File: config.mk
export PLATFORM = sky130hd
export DESIGN_NAME = bsram_burst_ctrl
export DESIGN_NICKNAME = d
export VERILOG_FILES = /design/src/rtl/bsram_pkg.sv /design/src/rtl/bsram_rd_fifo2.sv /design/src/rtl/bsram_burst_ctrl.sv
export SDC_FILE = /design/constraint.sdc
export NUM_CORES = 1
export LEC_CHECK = 0
export CAP_MARGIN = 20
export CORE_MARGIN = 4
export CORE_UTILIZATION = 55
export DETAILED_ROUTE_END_ITERATION = 16
export PLACE_DENSITY = 0.83
export SLEW_MARGIN = 20
export SYNTH_ARGS = -nofsm -noshare
export SYNTH_HDL_FRONTEND = slang
export SYNTH_SLANG_ARGS = --single-unit
File: constraint.sdc
create_clock -name clk -period 3.6 [get_ports clk]
set_input_delay 0.54 -clock clk [delete_from_list [all_inputs] [get_ports clk]]
set_output_delay 0.54 -clock clk [all_outputs]
set_load 0.02 [all_outputs]
File: src/rtl/bsram_pkg.sv
// Shared defaults, state encoding and credit helper for the BSRAM burst sequencer.
package bsram_pkg;

    localparam int unsigned BSRAM_ADDR_W = 13;
    localparam int unsigned BSRAM_DATA_W = 8;

    typedef enum logic [1:0] {
        IDLE  = 2'd0,
        WRITE = 2'd1,
        READ  = 2'd2
    } state_e;

    // A new read may issue only if the data it returns is guaranteed a FIFO slot:
    // buffered + in-flight bytes, less the one leaving this cycle, must stay below 2.
    function automatic logic read_credit_ok(input logic [1:0] count, input logic inflight,
                                            input logic pop);
        logic [2:0] used;
        used = {1'b0, count} + {2'b00, inflight};
        return pop ? (used < 3'd3) : (used < 3'd2);
    endfunction

endpackage

File: src/rtl/bsram_rd_fifo2.sv
// Two-entry FIFO holding {last, data} for read bytes returning from the RAM.
module bsram_rd_fifo2 #(
    parameter int unsigned DATA_W = 8
) (
    input  logic              clk,
    input  logic              reset,
    input  logic              push,
    input  logic              push_last,
    input  logic [DATA_W-1:0] push_data,
    input  logic              pop,
    output logic [DATA_W-1:0] head_data,
    output logic              head_last,
    output logic [1:0]        count
);

    logic [DATA_W:0] mem_q [2];
    logic            wr_ptr_q;
    logic            rd_ptr_q;
    logic [1:0]      count_q;

    // Pointer and occupancy update; push at count 2 with pop is excluded by the issue credit.
    always_ff @(posedge clk) begin
        if (reset) begin
            wr_ptr_q <= 1'b0;
            rd_ptr_q <= 1'b0;
            count_q  <= 2'd0;
        end else begin
            wr_ptr_q <= wr_ptr_q ^ push;
            rd_ptr_q <= rd_ptr_q ^ pop;
            count_q  <= count_q + {1'b0, push} - {1'b0, pop};
        end
    end

    // Entry storage needs no reset; occupancy alone decides validity.
    always_ff @(posedge clk) begin
        if (push) begin
            mem_q[wr_ptr_q] <= {push_last, push_data};
        end
    end

    // Head of queue presented combinationally.
    always_comb begin
        head_last = mem_q[rd_ptr_q][DATA_W];
        head_data = mem_q[rd_ptr_q][DATA_W-1:0];
        count     = count_q;
    end

endmodule

File: src/rtl/bsram_burst_ctrl.sv
// Burst sequencer in front of an 8Kx8 single-port BSRAM with 1-cycle read latency.
module bsram_burst_ctrl
    import bsram_pkg::*;
#(
    parameter int unsigned ADDR_W = BSRAM_ADDR_W,
    parameter int unsigned DATA_W = BSRAM_DATA_W
) (
    input  logic              clk,
    input  logic              reset,
    input  logic              cmd_valid,
    output logic              cmd_ready,
    input  logic              cmd_we,
    input  logic [ADDR_W-1:0] cmd_addr,
    input  logic [ADDR_W-1:0] cmd_len,
    input  logic              wr_valid,
    output logic              wr_ready,
    input  logic [DATA_W-1:0] wr_data,
    output logic              rd_valid,
    input  logic              rd_ready,
    output logic [DATA_W-1:0] rd_data,
    output logic              rd_last,
    output logic              busy,
    output logic              done,
    output logic              ram_ce,
    output logic              ram_wre,
    output logic              ram_oce,
    output logic              ram_reset,
    output logic [ADDR_W-1:0] ram_ad,
    output logic [DATA_W-1:0] ram_din,
    input  logic [DATA_W-1:0] ram_dout
);

    localparam logic [ADDR_W-1:0] ONE = {{(ADDR_W-1){1'b0}}, 1'b1};

    state_e            state_q, state_d;
    logic [ADDR_W-1:0] addr_q, addr_d;
    logic [ADDR_W-1:0] remaining_q, remaining_d;
    logic [ADDR_W-1:0] issued_rem_q, issued_rem_d;
    logic              all_issued_q, all_issued_d;
    logic              inflight_q, inflight_d;
    logic              inflight_last_q, inflight_last_d;
    logic              done_q, done_d;

    logic [1:0]        fifo_count;
    logic              head_last;
    logic              pop;
    logic              issue;

    bsram_rd_fifo2 #(
        .DATA_W (DATA_W)
    ) u_rd_fifo (
        .clk       (clk),
        .reset     (reset),
        .push      (inflight_q),
        .push_last (inflight_last_q),
        .push_data (ram_dout),
        .pop       (pop),
        .head_data (rd_data),
        .head_last (head_last),
        .count     (fifo_count)
    );

    // Registered state; reset aborts any burst without a done pulse.
    always_ff @(posedge clk) begin
        if (reset) begin
            state_q         <= IDLE;
            addr_q          <= '0;
            remaining_q     <= '0;
            issued_rem_q    <= '0;
            all_issued_q    <= 1'b1;
            inflight_q      <= 1'b0;
            inflight_last_q <= 1'b0;
            done_q          <= 1'b0;
        end else begin
            state_q         <= state_d;
            addr_q          <= addr_d;
            remaining_q     <= remaining_d;
            issued_rem_q    <= issued_rem_d;
            all_issued_q    <= all_issued_d;
            inflight_q      <= inflight_d;
            inflight_last_q <= inflight_last_d;
            done_q          <= done_d;
        end
    end

    // Next-state, RAM strobes and handshakes. The state holds through the done cycle
    // so a new command is only seen the cycle after done.
    always_comb begin
        state_d      = state_q;
        addr_d       = addr_q;
        remaining_d  = remaining_q;
        issued_rem_d = issued_rem_q;
        all_issued_d = all_issued_q;
        done_d       = 1'b0;
        wr_ready     = 1'b0;
        ram_ce       = 1'b0;
        ram_wre      = 1'b0;
        ram_ad       = addr_q;
        ram_din      = wr_data;
        issue        = 1'b0;

        rd_valid = (fifo_count != 2'd0);
        rd_last  = rd_valid & head_last;
        pop      = rd_valid & rd_ready & (state_q == READ);

        unique case (state_q)
            IDLE: begin
                if (cmd_valid) begin
                    addr_d       = cmd_addr;
                    remaining_d  = cmd_len;
                    issued_rem_d = cmd_len;
                    all_issued_d = 1'b0;
                    state_d      = cmd_we ? WRITE : READ;
                end
            end
            WRITE: begin
                if (done_q) begin
                    state_d = IDLE;
                end else begin
                    wr_ready = 1'b1;
                    if (wr_valid) begin
                        ram_ce      = 1'b1;
                        ram_wre     = 1'b1;
                        addr_d      = addr_q + ONE;
                        remaining_d = remaining_q - ONE;
                        done_d      = (remaining_q == '0);
                    end
                end
            end
            READ: begin
                if (done_q) begin
                    state_d = IDLE;
                end else begin
                    issue = !all_issued_q && read_credit_ok(fifo_count, inflight_q, pop);
                    if (issue) begin
                        ram_ce       = 1'b1;
                        addr_d       = addr_q + ONE;
                        issued_rem_d = issued_rem_q - ONE;
                        all_issued_d = (issued_rem_q == '0);
                    end
                    done_d = pop & head_last;
                end
            end
            default: state_d = IDLE;
        endcase

        inflight_d      = issue;
        inflight_last_d = issue & (issued_rem_q == '0);
    end

    // Status and fixed RAM controls.
    always_comb begin
        cmd_ready = (state_q == IDLE);
        busy      = (state_q != IDLE);
        done      = done_q;
        ram_oce   = 1'b1;
        ram_reset = reset;
    end

endmodule

After elaboration in Yosys (flattened, before gate mapping)
Memory sizes are Yosys's and may differ from the RTL's. A register that Yosys moved wholly into a read port is not among the register bits.
Index checks and enable logic that the tools add are counted.
{"block": "word_totals", "regBits": 49, "mem_bits_rw": 18, "in_bits": 48, "out_inout_bits": 39, "elab_cells": 89, "n_memories": 1}
{"block": "op_classes", "n_addsub": 6, "order_cmp": 2, "eq_ne": 8, "n_mux": 39, "bitwise": 7, "n_reduce_logical": 15}
{"name": "u_rd_fifo.mem_q", "words": 2, "word_bits": 9, "read_ports": 1, "rd_ports_with_merged_regs": 1, "wr": 1, "line": "bsram_rd_fifo2.sv:16", "text": "logic [DATA_W:0] mem_q [2];"}
{"cell": "$mux W13", "n": 10}
{"cell": "$pmux W13 S2", "n": 2}
{"cell": "$pmux W13 S3", "n": 1}
{"cell": "$logic_not A13 Y1", "n": 2}
{"cell": "$sub A13 B1 Y13 const B", "n": 2}
{"cell": "$mux W1", "n": 19}
{"cell": "$add A13 B1 Y13 const B", "n": 1}
{"cell": "$ne A2 B2 Y1 const B", "n": 4}
{"cell": "$reduce_and A4 Y1", "n": 2}
{"cell": "$reduce_bool A2 Y1", "n": 4}
{"cell": "$lt A3 B2 Y1 const B", "n": 2}
{"cell": "$mux W2", "n": 3}
{"cell": "$pmux W1 S2", "n": 3}
{"cell": "$reduce_and A6 Y1", "n": 1}
{"cell": "$and A1 B1 Y1", "n": 5}
{"cell": "$ne A2 B1 Y1 const B", "n": 2}
{"cell": "$pmux W2 S2", "n": 1}
{"cell": "$add A2 B1 Y3", "n": 1}
{"cell": "$reduce_bool A3 Y1", "n": 1}
{"cell": "$add A2 B1 Y2", "n": 1}
{"cell": "$eq A2 B1 Y1 const B", "n": 1}
{"cell": "$eq A2 B2 Y1 const B", "n": 1}
{"cell": "$logic_not A2 Y1", "n": 1}
{"cell": "$reduce_and A2 Y1", "n": 1}
{"cell": "other kinds (5)", "n": 6}

Longest topological paths before layout
{"block": "depth", "ltp_word": 8, "mapped_depth": 10, "ltp_nobuf": 10}

By module
From an unflattened synthesis, not the netlist that was laid out.
{"block": "unflattened", "hier_cells": 441, "hier_area_um2": 3968.8}
{"module": "bsram_burst_ctrl", "n_inst": 1, "cells_each": 396, "area_per_inst_um2": 3125.5, "seq_area_each_um2": 900.9}
{"module": "bsram_rd_fifo2", "n_inst": 1, "cells_each": 45, "area_per_inst_um2": 843.3, "seq_area_each_um2": 620.6}

Least setup slack after synthesis
No wires, ideal clock.
{"block": "synth_path", "kind": "register -> output", "from": "reg inflight_q", "to": "out ram_ce", "t_arrival_ps": 1661, "required_ps": 3060, "setup_slack_ps": 1399, "path_stages_with_launch": 9, "path_buffers": 0, "path_cell_list": "dfxtp_1 ha_1 inv_1 ha_1 a21oi_1 nand2_1 nand2_1 nand3_1 a21oi_1"}
{"block": "synth_via", "elab_chain_len": 7, "word_cells_on_any_way": 8, "cone_classes": "add/sub (1); order compare (2); mux (4); reduce/logical (1)"}
{"item": "from (decl)", "line": "bsram_burst_ctrl.sv:40", "text": "logic inflight_q, inflight_d;"}
{"item": "from (signal assigned)", "line": "bsram_burst_ctrl.sv:80", "text": "inflight_q <= inflight_d;"}
{"item": "$add A2 B1 Y3 *", "line": "bsram_pkg.sv:18", "text": "used = {1'b0, count} + {2'b00, inflight};"}
{"item": "$lt A3 B2 Y1", "line": "bsram_pkg.sv:19", "text": "return pop ? (used < 3'd3) : (used < 3'd2);"}
{"item": "$mux W1 *", "line": "bsram_pkg.sv:19"}
{"item": "$logic_and A1 B1 Y1 *", "line": "bsram_burst_ctrl.sv:134", "text": "issue = !all_issued_q && read_credit_ok(fifo_count, inflight_q, pop);"}
{"item": "$mux W1 *", "line": "bsram_burst_ctrl.sv:135", "text": "if (issue) begin"}
{"item": "$mux W1 *", "line": "bsram_burst_ctrl.sv:131", "text": "if (done_q) begin"}
{"item": "$pmux W1 S2 *", "line": "bsram_burst_ctrl.sv:106", "text": "unique case (state_q)"}
{"item": "to (decl)", "line": "bsram_burst_ctrl.sv:24", "text": "output logic ram_ce,"}
Every way passes the cells marked *; elsewhere a longest branch is shown, timed or not.

Final worst setup path
Same ends and word-level chain as after synthesis.

==> reports/results.tsv <==
metric	value	unit
status	finished clean	
finalSetupViolCount	0	
synthesis.nets	519	
cts_tree	yes	
track_usage	23.8	%
drcViolationCount	0	
worst_ep_required_time	3060	ps
cts_buffer_depth	2	
synth_edf_count	18	
hold_path.class	flip-flop to flip-flop	
core_area	6790	um2
rsz0062_at_grt	false	
ant_nets	0	
wl_per_cell	16.0	um
holdBufCountCts	0	
ios	87	
critPathKind	flip-flop to output port	
grt_max_degree	50	
slew_headroom	54.7	%
gp_congestion	0.845	
hold_viol_final	0	
synthFlopType	dfxtp_1	
crit_path_max_incr_delay	640	ps
htreeDepth	3	
layout_commonest_cell	clkdlybuf4s50_1	
p_leak	0.00177	uW
clkTransAtPathRegs	70	ps
nets	574	
grt_pass1_wl	16200	um
holdWs	437	ps
vias_per_cell	5.92	
critPathCaptureType	output port	
cts_setup_buffers	0	
layout_common_cells	68 x clkdlybuf4s50_1, 53 x a21oi_1, 49 x dfxtp_1	
root_buffer	clkbuf_8	
fin_crit_sh	88.2	%
fin_skew	11.9	ps
antenna_cells	0	
fp-row-count	30	
cts_inserted_buffers	9	
die_height	91.8	um
area_growth	23.1	%
drive_gt1_share	10.5	%
drv_slew	0	
grt_pass1_vias	3481	
tns	0	ps
yosysWarnings	0	
start_util	56.9	%
peakVddDrop	312	uV
syn_area_per_cell	8.49	um2
clock-sinks	67	
worstMarginPinSlew	674	ps
clk_latency	350	ps
place_hpwl	6860	um
grt-ovfl-total	0	
ys_seq_elements	67	
dr.first_iter.drc_count	169	
max_freq	315	MHz
cp.arrival	2640	ps
critPathMaxFanout	4	
critPathSlowestCell	clkdlybuf4s50_1	
syn_inst	455	
post_cts_resized	0	
crit_path_start_kind	flip-flop	
dr_total_vias	3617	
syn_area	3860	um2
die_w	91.8	um
cp_cell_sequence	ha_1, inv_1, ha_1, a21oi_1, nand2_1, nand2_1, nand3_1, a21oi_1, clkdlybuf4s50_1	
drv_cap	0	
ys_types	61	
ys_seq_area_share	39.4	%
routed_wl	9790	um
power_density	597	nW/um2
antenna_found_initial	0	
period_needed	3180	ps
die_area	8430	um2
numPortBuffers	69	
drtPass1Iterations	5	
synthArstFlopShare	0	%
## synth_stat cells (4+ instances only)
cell	number	area share [%]
a211oi_1	6	1.2
a21oi_1	53	6.9
and3_1	5	0.81
buf_2	4	0.52
buf_4	11	2.1
clkbuf_1	15	1.5
dfxtp_1	49	25
edfxtp_1	18	14
ha_1	16	5.2
inv_1	27	2.6
mux2_2	10	2.9
mux2i_1	5	1.3
nand2_1	45	4.4
nand3_1	12	1.6
nor2_1	32	3.1
nor2b_1	10	1.6
nor3_1	18	2.3
o21ai_0	27	3.5
o21ai_1	9	1.2
o22ai_1	9	1.5
o32ai_1	4	0.91
or3_1	4	0.65
## state kept, by name, indices dropped and copies added (netlist names), 2 cells and up
register and flops:
issued_rem_q 13, ram_ad 13, u_rd_fifo.count 2, u_rd_fifo.mem_q 18, state_q 2, remaining_q 13
## cells by family after synthesis
logic type / Yosys count / synth area share, %
compound gates: 145 / 23.8
xor+xnor: 3 / 0.680
fa+ha+maj: 16 / 5.18
buf+inv: 60 / 7.22
flops: 67 / 39.4
mux: 15 / 4.21
other cells: 1 / 0.0970
simple gates: 148 / 19.4
## where the power goes
group | internal, uW | switching [uW]
combinational | 468 | 677
sequential | 887 | 132
clock | 388 | 291
## critical path, delay by kind of cell (launching register included)
kind | cells | cell delay [ps]
buffers and inverters | 2 | 690
adders and majority gates | 2 | 480
AOI/OAI and AO/OA | 2 | 430
DFF | 1 | 430
and+or+nand+nor | 3 | 260
## final cells by class
class / instances / area [um2]
tap: 96 / 120
inverter: 28 / 105
clock inverter: 5 / 77.6
multi-input combinational: 328 / 2060
timing repair buffer: 76 / 738
clock buffer: 11 / 131
sequential: 67 / 1520
fill: 544 / 2040
## path summary, 6_finish.rpt
kind	slack, ps	from	to	depth (start not counted)
min reg2reg	440	inflight_last_q	u_rd_fifo.mem_q[1][8]	0
max reg2reg	1080	state_q[0]	ram_ad[9]	8
max	420	inflight_q	ram_ce	9
min	440	inflight_last_q	u_rd_fifo.mem_q[1][8]	0
## stage by stage
step | std cells | instance area (um2) | total power, uW | utilization (%) | setup slack, ps
finish | 611 | 4760 | 2840 | 70.0 | 425
global route | 611 | 4760 | 3020 | 70.0 | 195
CTS | 611 | 4760 | 2840 | 70.0 | 418
detailed placement | 595 | 4550 | 2150 | 67.0 | 687
global placement | 595 | 4550 | 2110 | 67.0 | 710
floorplan | 455 | 3860 | 1810 | - | 1400
## per-layer routing
layer | share of wire, % | routed length [um] | up-vias | track usage [%]
li1 | - | - | 1735 | -
met1 | 43 | 4230 | 1687 | 30.8
met2 | 48 | 4660 | 176 | 37.8
met3 | 7.4 | 727 | 19 | 5.82
met4 | 1.8 | 176 | 0 | 10.1
met5 | 0 | 0 | - | 0
(Power assumes the default switching activity.)
